<file path="src/rtl/vga_write_port_arbiter.sv">
// Single write port of the VGA frame buffer, shared between draw writes and a
// full-frame clear sweep; draws seen during a sweep are parked and replayed after it.
`ifndef VGA_H_BITS
`define VGA_H_BITS 10
`endif
`ifndef VGA_V_BITS
`define VGA_V_BITS 10
`endif
`ifndef VGA_COLS
`define VGA_COLS 640
`endif
`ifndef VGA_ROWS
`define VGA_ROWS 480
`endif
`ifndef BYTE_BITS
`define BYTE_BITS 8
`endif

module vga_write_port_arbiter #(
   parameter int H_BITS = `VGA_H_BITS,
   parameter int V_BITS = `VGA_V_BITS,
   parameter int COLS = `VGA_COLS,
   parameter int ROWS = `VGA_ROWS,
   parameter logic [`BYTE_BITS-1:0] CLEAR_COLOR = 8'b00000000,
   parameter int DROP_BITS = 8
) (
   input  logic                   clk,
   input  logic                   reset,
   input  logic                   clk_en,
   input  logic                   clear_req,
   input  logic                   draw_wr_en,
   input  logic [H_BITS-1:0]      draw_x,
   input  logic [V_BITS-1:0]      draw_y,
   input  logic [`BYTE_BITS-1:0]  draw_byte,
   output logic                   buf_wr_en,
   output logic [H_BITS-1:0]      buf_wr_x,
   output logic [V_BITS-1:0]      buf_wr_y,
   output logic [`BYTE_BITS-1:0]  buf_byte,
   output logic                   clearing,
   output logic                   clear_done,
   output logic [DROP_BITS-1:0]   drop_cnt
);

   localparam int TUPLE_BITS = H_BITS + V_BITS + `BYTE_BITS;
   localparam logic [H_BITS-1:0] LAST_X = H_BITS'(COLS - 1);
   localparam logic [V_BITS-1:0] LAST_Y = V_BITS'(ROWS - 1);

   generate
      if ((COLS < 1) || (ROWS < 1) || ((COLS - 1) >= (1 << H_BITS)) || ((ROWS - 1) >= (1 << V_BITS))) begin : gBadGeometry
         $error("vga_write_port_arbiter: COLS-1/ROWS-1 do not fit the coordinate widths");
      end
   endgenerate

   typedef enum logic [1:0] {
      IDLE,
      CLEAR,
      REPLAY
   } state_t;

   state_t                  state_q;
   logic [H_BITS-1:0]       sx_q;
   logic [V_BITS-1:0]       sy_q;
   logic [TUPLE_BITS-1:0]   last_q;
   logic                    lastValid_q;
   logic [TUPLE_BITS-1:0]   pend_q;
   logic                    pendValid_q;
   logic                    wrEn_q;
   logic [H_BITS-1:0]       bufX_q;
   logic [V_BITS-1:0]       bufY_q;
   logic [`BYTE_BITS-1:0]   bufByte_q;
   logic                    clearing_q;
   logic                    done_q;
   logic [DROP_BITS-1:0]    dropCnt_q;

   logic [TUPLE_BITS-1:0]   drawTuple;
   logic                    drawIsNew;
   logic                    pendOverwrite;
   logic                    sweepLast;
   logic [DROP_BITS-1:0]    dropCnt_d;

   assign drawTuple     = {draw_x, draw_y, draw_byte};
   assign drawIsNew     = !lastValid_q || (drawTuple != last_q);
   assign pendOverwrite = draw_wr_en && pendValid_q && (pend_q != drawTuple);
   assign sweepLast     = (sx_q == LAST_X) && (sy_q == LAST_Y);
   assign dropCnt_d     = (&dropCnt_q) ? dropCnt_q : dropCnt_q + 1'b1;

   // One FSM owns every output register; the strobes are cleared whenever the
   // module is stalled so a write is never repeated across a clk_en gap.
   always_ff @(posedge clk or posedge reset) begin
      if (reset) begin
         state_q     <= IDLE;
         sx_q        <= '0;
         sy_q        <= '0;
         last_q      <= '0;
         lastValid_q <= 1'b0;
         pend_q      <= '0;
         pendValid_q <= 1'b0;
         wrEn_q      <= 1'b0;
         bufX_q      <= '0;
         bufY_q      <= '0;
         bufByte_q   <= '0;
         clearing_q  <= 1'b0;
         done_q      <= 1'b0;
         dropCnt_q   <= '0;
      end else if (!clk_en) begin
         wrEn_q <= 1'b0;
         done_q <= 1'b0;
      end else begin
         wrEn_q <= 1'b0;
         done_q <= 1'b0;
         case (state_q)
            IDLE: begin
               if (clear_req) begin
                  state_q    <= CLEAR;
                  clearing_q <= 1'b1;
                  sx_q       <= '0;
                  sy_q       <= '0;
                  if (draw_wr_en) begin
                     pend_q      <= drawTuple;
                     pendValid_q <= 1'b1;
                     if (pendOverwrite) dropCnt_q <= dropCnt_d;
                  end
               end else if (draw_wr_en && drawIsNew) begin
                  wrEn_q                        <= 1'b1;
                  {bufX_q, bufY_q, bufByte_q}   <= drawTuple;
                  last_q                        <= drawTuple;
                  lastValid_q                   <= 1'b1;
               end
            end
            CLEAR: begin
               wrEn_q    <= 1'b1;
               bufX_q    <= sx_q;
               bufY_q    <= sy_q;
               bufByte_q <= CLEAR_COLOR;
               if (draw_wr_en) begin
                  pend_q      <= drawTuple;
                  pendValid_q <= 1'b1;
                  if (pendOverwrite) dropCnt_q <= dropCnt_d;
               end
               // A fresh request restarts the raster; the pixel in flight still goes out.
               if (clear_req) begin
                  sx_q <= '0;
                  sy_q <= '0;
               end else if (sweepLast) begin
                  state_q    <= REPLAY;
                  clearing_q <= 1'b0;
                  done_q     <= 1'b1;
                  sx_q       <= '0;
                  sy_q       <= '0;
               end else if (sx_q == LAST_X) begin
                  sx_q <= '0;
                  sy_q <= sy_q + 1'b1;
               end else begin
                  sx_q <= sx_q + 1'b1;
               end
            end
            REPLAY: begin
               lastValid_q <= 1'b0;
               if (clear_req) begin
                  state_q    <= CLEAR;
                  clearing_q <= 1'b1;
                  sx_q       <= '0;
                  sy_q       <= '0;
                  if (draw_wr_en) begin
                     pend_q      <= drawTuple;
                     pendValid_q <= 1'b1;
                     if (pendOverwrite) dropCnt_q <= dropCnt_d;
                  end
               end else begin
                  state_q     <= IDLE;
                  pendValid_q <= 1'b0;
                  if (draw_wr_en) begin
                     wrEn_q                      <= 1'b1;
                     {bufX_q, bufY_q, bufByte_q} <= drawTuple;
                     last_q                      <= drawTuple;
                     lastValid_q                 <= 1'b1;
                  end else if (pendValid_q) begin
                     wrEn_q                      <= 1'b1;
                     {bufX_q, bufY_q, bufByte_q} <= pend_q;
                     last_q                      <= pend_q;
                     lastValid_q                 <= 1'b1;
                  end
               end
            end
            default: begin
               state_q    <= IDLE;
               clearing_q <= 1'b0;
            end
         endcase
      end
   end

   assign buf_wr_en  = wrEn_q;
   assign buf_wr_x   = bufX_q;
   assign buf_wr_y   = bufY_q;
   assign buf_byte   = bufByte_q;
   assign clearing   = clearing_q;
   assign clear_done = done_q;
   assign drop_cnt   = dropCnt_q;

endmodule

</file>
<file path="config.mk">
export PLATFORM = sky130hd
export DESIGN_NAME = vga_write_port_arbiter
export DESIGN_NICKNAME = d
export VERILOG_FILES = /design/src/rtl/vga_write_port_arbiter.sv
export SDC_FILE = /design/constraint.sdc
export NUM_CORES = 1
export LEC_CHECK = 0
export ABC_AREA = 1
export BUFFER_PORTS_ARGS = -buffer_cell sky130_fd_sc_hd__buf_2
export CAP_MARGIN = 10
export CORE_MARGIN = 1
export CORE_UTILIZATION = 39
export DETAILED_ROUTE_END_ITERATION = 10
export GPL_TIMING_DRIVEN = 0
export SYNTH_ARGS = -nofsm -noshare
export SYNTH_HDL_FRONTEND = slang
export SYNTH_SLANG_ARGS = --single-unit
</file>
<file path="constraint.sdc">
create_clock -name clk -period 3.39 [get_ports clk]
set_input_delay 0.1695 -clock clk [delete_from_list [all_inputs] [get_ports clk]]
set_output_delay 0.1695 -clock clk [all_outputs]
set_load 0.02 [all_outputs]
</file>
* Word level (Yosys, flattened, before mapping) *
Index checks and enable logic that the tools add are counted.

storage, ports and cells
  register bits after elaboration = 119
  bits of input ports = 33
  logic and storage cells = 120

cells by class
  add/sub/neg operators = 3
  eq/ne operators = 15
  muxes and demuxes = 68
  reduce and logical (&&, ||, !) cells = 20

operators by type and width
  cell                                                  count
  2-to-1 mux 28 bit                                     7
  2-to-1 mux 10 bit                                     17
  case mux 28 bit (2 select lines)                      2
  2-to-1 mux 8 bit                                      9
  case mux 10 bit (3 select lines)                      2
  inequality test 28 bit                                2
  case mux 10 bit (2 select lines)                      2
  case mux 8 bit (3 select lines)                       1
  adder 10 x 1 -> 10 bit, second input constant         2
  2-to-1 mux 1 bit                                      19
  case mux 8 bit (2 select lines)                       1
  AND reduction 4 bit                                   4
  inequality test 2 bit, second input constant          6
  AND reduction 6 bit                                   2
  equality test 10 bit, second input constant           1
  equality test 10 x 9 -> 1 bit, second input constant  1
  adder 8 x 1 -> 8 bit, second input constant           1
  AND reduction 8 bit                                   1
  2-to-1 mux 2 bit                                      3
  case mux 1 bit (3 select lines)                       2
  case mux 2 bit (3 select lines)                       1
  AND reduction 3 bit                                   2
  logical AND 1 bit                                     4
  inequality test 4 bit, second input constant          1
  11 further kinds                                      13

* Logic depth before layout (Yosys ltp) *
Gate-level depths: netlist (run 1).

  depth after elaboration = 7
  mapped depth = 16
  gate-level depth less buffers = 14

* Worst setup path before layout (run 1) *
OpenSTA, ideal clock, no wires.

  path type = register to register
  from = register state_q[0]
  to = register dropCnt_q[2], in the netlist drop_cnt[2]
  arrival = 1711 ps
  slack = 1561 ps
  stages on the path, launching flop included = 11
  buffers on the path = 1
  path through = dfrtp_1 inv_1 ha_1 nor2_2 nor2_1 nor2_1 o2111a_1 buf_2 nand2_2 nand2_1 nand2_1

on the way
  cells in the longest elaborated chain, start to end = 4
  elaborated cells on any way between the ends = 8
  those cells by class = eq/ne (3); mux (1); reduce/logical (4)

RTL lines
  item                                                                                   line  text
  start: declaration                                                                     60    state_t state_q;
  start signal: assignment                                                               91    state_q <= IDLE;
  start signal: assignment                                                               114   state_q <= CLEAR;
  start signal: assignment                                                               145   state_q <= REPLAY;
  equality test 2 bit or zero test 2 bit (tied branches)                                 111   case (state_q)
  OR reduction 2 bit (no source line)                                                    n/a
  inequality test 2 x 1 -> 1 bit (no source line) or nonzero test 2 bit (tied branches)  n/a
  AND reduction 3 bit (no source line)                                                   n/a
  end signal: assignment                                                                 121   if (pendOverwrite) dropCnt_q <= dropCnt_d;
  end signal: assignment                                                                 138   if (pendOverwrite) dropCnt_q <= dropCnt_d;
  end signal: assignment                                                                 167   if (pendOverwrite) dropCnt_q <= dropCnt_d;
  end: declaration                                                                       73    logic [DROP_BITS-1:0] dropCnt_q;

Parallel ways exist; a longest one is shown, timed or not.
A chain may end at the register's enable or synchronous reset.

* Final worst setup path (run 1) *
  from = register state_q[0]
  to = register last_q[9]

on the way
  cells in the longest elaborated chain, start to end = 3
  elaborated cells on any way between the ends = 9
  those cells by class = eq/ne (5); mux (1); reduce/logical (3)

RTL lines
  item                                                                  line  text
  equality test 2 bit or zero test 2 bit (tied branches)                111
  inequality test 3 bit (no source line), or another cell as far along  n/a
  AND reduction 6 bit (no source line)                                  n/a
  end signal: assignment                                                126   last_q <= drawTuple;
  end signal: assignment                                                175   last_q <= drawTuple;
  end signal: assignment                                                180   last_q <= pend_q;
  end: declaration                                                      63    logic [TUPLE_BITS-1:0] last_q;

Parallel ways exist; a longest one is shown, timed or not.

==> metrics.cfg, run 1 <==
[timing]
max_freq_ghz=0.410
finalCritPeriodShare_pct=72.0
slew_headroom_pct=55.1
maxSlewViolCount=0
setup_violations=0
fin_hold_ws_ps=53.5
fin_crit_ps=2440
tns_ps=0
rsz0062_at_grt=no
worst_pin_slew_ps=674
hold_violations=0
fin_skew_ps=10.3
setup_ws_ps=950

[clock_network]
postCtsSetupRepairBufs=0
htree_levels=4
cts_root_buf=clkbuf_16
clk_latency_ps=420
numCtsBuffers=17
cts_resized=0
cts_hold_buf=1
cts.sinks=119
clkTransAtPathRegs_ps=60
cts_tree=yes
ctsLongestPathBuffers=2

[hold_path]
hold_class=in2reg
min_from=clk_en
hold-path-cell-count=3
min_delay_worst_endpoint=clear_done$_DFF_PP0_

[synthesis]
yosysMostFrequentCell=nand2_1
ys_ff_latch=119
netlist_area_um2=7100
postSynthCellCount=943
async_flop_share_pct=100
yosysTopAreaCell=dfrtp_1
synth-edff-count=0
synth_ff_type=dfrtp_1
synthesis.nets=984
synth.top_cell.area_share_pct=42.0
ys_seq_area_share_pct=42.0
yosysWarnings=0
synthTopCellsByCount=nand2_1 (274), dfrtp_1 (119), o21ai_0 (104)
yosys-top-cells-area=dfrtp_1 (42%), nand2_1 (14%), o21ai_0 (7.3%)
yosysUniqueCellTypes=40
syn_area_per_cell_um2=7.53

[grt]
grt_max_degree=66
grt_pass1_wl_mm=33.8
gr-usage-all-layers_pct=24.1
grt_remaining_overflow=0
antenna_found_initial=0
grt_pass1_vias=6289

[die]
die_y_um=137
initial_core_util_pct=40.5
rows=48
core_area_um2=17500
die_w_um=137
die_area_um2=18700
ioPinCount=72

[critical_path]
worst_ep_required_time_ps=3750
worstRegToRegCells=8
crit_chain=inv_1, ha_1, nor2_2, inv_2, buf_1, clkbuf_1, nand4_1, nand2_1
crit_start=state_q[0]$_DFFE_PP0P_
critical_path_class=reg2reg
worst-path-buf-inv=4
crit_path_end_kind=register
r2r-start=state_q[0]$_DFFE_PP0P_
worstPathArrival_ps=2800
crit_slowest_cell=clkbuf_1
crit_fanout=10
worstSetupStartpointType=register
max_stage_delay_ps=490
rrSetupSlack_ps=950
crit_family=buffers and inverters
regToRegEndpoint=last_q[9]$_DFFE_PP0P_

[routing]
drc_errors=0
dr_total_vias=6536
drt_iter0_drc=405
routed_wl_mm=21.1
avgRoutedWirePerCell_um=16.6
postRouteAntennaNets=0
first_pass_iters=5
vias_per_cell=5.14

[layout]
regArea_um2=2980
finalNetCount=1075
fillers=1771
syn2layout_area_growth_pct=17.9
diodes=0
multi_input_area_um2=3490
drive_gt1_share_pct=15.8
stdcell_area_um2=8370

[place]
numPortBuffers=70
dp_hpwl_mm=15.0
place.gp.congestion=0.851
place_ws_ps=1060
place_area_um2=7760

[run]
cap_violations=0

[status]
status=finished, final reports clean

[pwr]
total_leakage_power_uw=0.00419
peakVddDrop_mv=0.385
p_per_area_nw_per_um2=977
total_power_uw=8180

## routing by layer
| layer | track usage, % | up-vias | share of wire (%) |
|---|---|---|---|
| met5 | 0 | - | 0 |
| met4 | 8.97 | 0 | 2.1 |
| met3 | 4.67 | 25 | 6.0 |
| met2 | 36.8 | 212 | 45 |
| met1 | 33.7 | 3042 | 47 |
| li1 | - | 3257 | - |
## worst reg2reg max path: cells and delay by family (launching register included)
kind	cells	cell delay [ps]
flip-flops	1	430
adder cells (fa/ha/maj)	1	300
buffers and inverters	4	1220
AND/OR/NAND/NOR	3	420
## layout by cell type, fill, tap and decap left out, types with 5 or more instances in the layout
cell,Yosys,final
a21oi_1,15,15
nand2_1,274,274
nand3_1,24,24
ha_1,8,8
o22ai_1,21,21
clkbuf_1,21,26
nor3_1,15,15
buf_6,9,9
clkinv_2,0,5
clkbuf_16,0,17
nor2_1,65,65
buf_2,11,81
o21bai_1,28,28
o21ai_0,104,104
inv_1,89,88
nand4_1,33,33
dfrtp_1,119,119
xnor2_1,19,19
o21ai_2,20,20
inv_2,10,10
xor2_1,23,23
## through the flow
step / cells / util [%]
4_1_cts: 1272 / 47.7
2_1_floorplan: 943 / -
3_5_place_dp: 1239 / 44.3
5_1_grt: 1272 / 47.7
6_report: 1272 / 47.7
3_3_place_gp: 1238 / 44.1
## worst max path at each step
stage | end | cells past startpoint
2_1_floorplan | buf_byte[0]$_DFFE_PP0P_ | 1
3_3_place_gp | pend_q[24]$_DFFE_PP0P_ | 2
3_5_place_dp | buf_wr_y[1]$_DFFE_PP0P_ | 8
4_1_cts | last_q[9]$_DFFE_PP0P_ | 8
5_1_grt | last_q[0]$_DFFE_PP0P_ | 8
6_report | last_q[9]$_DFFE_PP0P_ | 8
## cell type report
type	count	area share, %
Clock buffer	22	5.31
Multi-Input combinational cell	679	41.7
Sequential cell	119	35.6
Clock inverter	10	1.82
Tap cell	225	3.36
Inverter	100	4.55
Buffer	45	3.08
Timing Repair Buffer	72	4.64
## logic make-up (layout without fill, tap and decap cells)
family,count (synthesis),after routing,share of synthesized area (%)
xor+xnor,42,42,5.18
buf+inv,145,249,8.92
simple gates,430,430,25.7
compound gates,199,199,16.8
fa+ha+maj,8,8,1.41
flops,119,119,42.0
## sequential cells by signal, indices dropped and copies added (netlist names)
| signal | cells |
|---|---|
| sx_q | 10 |
| state_q | 2 |
| pendValid_q | 1 |
| pend_q | 28 |
| buf_wr_y | 10 |
| drop_cnt | 8 |
| buf_byte | 8 |
| sy_q | 10 |
| buf_wr_x | 10 |
| clear_done | 1 |
| lastValid_q | 1 |
| last_q | 28 |
| buf_wr_en | 1 |
| clearing | 1 |
## power breakdown
part / total (µW) / switching, µW / leakage (µW) / internal, µW
combinational: 3890 / 2600 / 0.00237 / 1290
sequential: 2400 / 427 / 0.00152 / 1980
clock: 1880 / 658 / 0.000292 / 1220
No activity file was read; power rests on OpenSTA's default activity.
==> run 2: changes to the inputs <==
==> constraint.sdc (replaced) <==
create_clock -name clk -period 2 [get_ports clk]
set_input_delay 0.1 -clock clk [delete_from_list [all_inputs] [get_ports clk]]
set_output_delay 0.1 -clock clk [all_outputs]
set_load 0.02 [all_outputs]
==> metrics.cfg, run 2 (synthesis gave the netlist of run 1 again) <==
[place]
numPortBuffers=70
dpl.cell_count=1241
place_area_um2=7790
dp_hpwl_mm=15.2
place.gp.congestion=0.871

[grt]
grt_pass1_wl_mm=33.3
antenna_found_initial=0
grt_max_degree=36
grt_remaining_overflow=0
gr-usage-all-layers_pct=23.8
grt_pass1_vias=6334

[critical_path]
max_stage_delay_ps=570
worst_ep_required_time_ps=2360
crit_chain=xnor2_1, nand2_1, nor3_1, nand4_4, nand2_4, nand2_1, nand2_1
worstRegToRegCells=7
worstSetupStartpointType=register
r2r-start=pend_q[23]$_DFFE_PP0P_
cpMostUsedCell=nand2_1
crit_slowest_cell=nor3_1
rrSetupSlack_ps=100
crit_path_end_kind=register
worstPathArrival_ps=2260
regToRegEndpoint=drop_cnt[0]$_DFFE_PP0P_
crit_fanout=8
critical_path_class=reg2reg

[routing]
avgRoutedWirePerCell_um=16.5
first_pass_iters=5
vias_per_cell=5.11
drc_errors=0
drt_iter0_drc=530
routed_wl_mm=21.3
dr_total_vias=6578
postRouteAntennaNets=0

[clock_network]
ctsLongestPathBuffers=2
clk_latency_ps=430
htree_levels=4
clkTransAtPathRegs_ps=60
numCtsBuffers=17
cts.sinks=119
cts_root_buf=clkbuf_16
cts_tree=yes

[die]
die_y_um=137
die_area_um2=18700
initial_core_util_pct=40.5
ioPinCount=72
rows=48
core_area_um2=17500
die_w_um=137

[hold_path]
hold_class=in2reg
min_delay_worst_endpoint=sy_q[9]$_DFFE_PP0P_
hold-path-cell-count=4
min_from=clear_req

[timing]
tns_ps=0
hold_violations=0
setup_violations=0
maxSlewViolCount=0
rsz0062_at_grt=yes
max_freq_ghz=0.526
slew_headroom_pct=51.0
fin_skew_ps=10.6
fin_crit_ps=1900
finalCritPeriodShare_pct=95.1
worst_pin_slew_ps=729

[layout]
finalNetCount=1090
stdcell_area_um2=8720
final_common_cell=nand2_1
mostFrequentLayoutCells=nand2_1 (274), dfrtp_1 (118), o21ai_0 (101), inv_1 (83), buf_2 (76)
syn2layout_area_growth_pct=22.9
utilization_pct=49.7
diodes=0
reg_top3=last_q: 28 flops, pend_q: 28 flops
drive_gt1_share_pct=19.7
instances_no_fill=1287

[pwr]
total_leakage_power_uw=0.00435
peakVddDrop_mv=0.953
p_per_area_nw_per_um2=1640

[run]
cap_violations=0

[status]
status=finished, final reports clean

## run 2: cell types whose count changed in the layout (fill, tap and decap cells not counted), sizes merged
cell / previous run / this run
clkinvlp: 1 / 3
dlygate4sd3: 1 / 2
clkinv: 6 / 7
inv: 99 / 97
buf: 95 / 103
bufinv: 4 / 3
clkbuf: 43 / 48
nand4: 35 / 36
## run 2: critical path: cells and delay by family, from the launching register on
kind / cells / cell delay, ps
simple gates: 6 / 1260
xor+xnor: 1 / 170
flops: 1 / 400
## run 2: cell type report
| cell class | instances | area [µm²] |
|---|---|---|
| Clock inverter | 10 | 128 |
| Buffer | 44 | 317 |
| Clock buffer | 22 | 454 |
| Timing Repair Buffer | 87 | 538 |
| Tap cell | 225 | 282 |
| Multi-Input combinational cell | 680 | 3640 |
| Fill cell | 1753 | 8820 |
| Inverter | 100 | 383 |
| Sequential cell | 119 | 2980 |
## run 2: worst max path at each step
stage | slack (ps) | depth (start not counted) | end | from
after CTS | 20 | 10 | sy_q[4]$_DFFE_PP0P_ | state_q[0]$_DFFE_PP0P_
after global placement | -460 | 2 | buf_wr_x[6]$_DFFE_PP0P_ | reset
after global routing | -60 | 7 | drop_cnt[1]$_DFFE_PP0P_ | pend_q[22]$_DFFE_PP0P_
after detailed placement | -330 | 8 | last_q[9]$_DFFE_PP0P_ | state_q[0]$_DFFE_PP0P_
after floorplan | 170 | 10 | drop_cnt[2]$_DFFE_PP0P_ | state_q[0]$_DFFE_PP0P_
final | 100 | 7 | drop_cnt[0]$_DFFE_PP0P_ | pend_q[23]$_DFFE_PP0P_
## run 2: per-stage QoR
stage	worst slack (ps)	hold slack (ps)	power [µW]
floorplan	171	255	8500
global placement	-457	439	10600
detailed placement	-328	181	10700
CTS	20.2	36.9	13900
global route	-64.7	70.6	15300
finish	97.4	64.3	14300
## run 2: metal layers
| layer | up-vias | track usage [%] | share of wire [%] | wire (µm) |
|---|---|---|---|---|
| met5 | - | 0 | 0 | 0 |
| met2 | 183 | 38.1 | 47 | 10000 |
| li1 | 3297 | - | - | - |
| met3 | 28 | 3.74 | 5.5 | 1170 |
| met1 | 3070 | 32.2 | 46 | 9740 |
| met4 | 0 | 9.22 | 1.7 | 355 |
## run 2: power by group
group | leakage (µW) | internal [µW] | switching, µW
logic | 0.00254 | 2560 | 4570
registers | 0.00152 | 3350 | 699
clock network | 0.000287 | 1970 | 1120
## run 2: timing repair
item	4_1_cts	5_1_grt
hold buffers	2	0
cloned	0	2
pin swaps	1	6
endpoints found under the hold margin	24	0
setup buffers	3	8
endpoints found under the setup margin	65	70
resized for setup	22	40
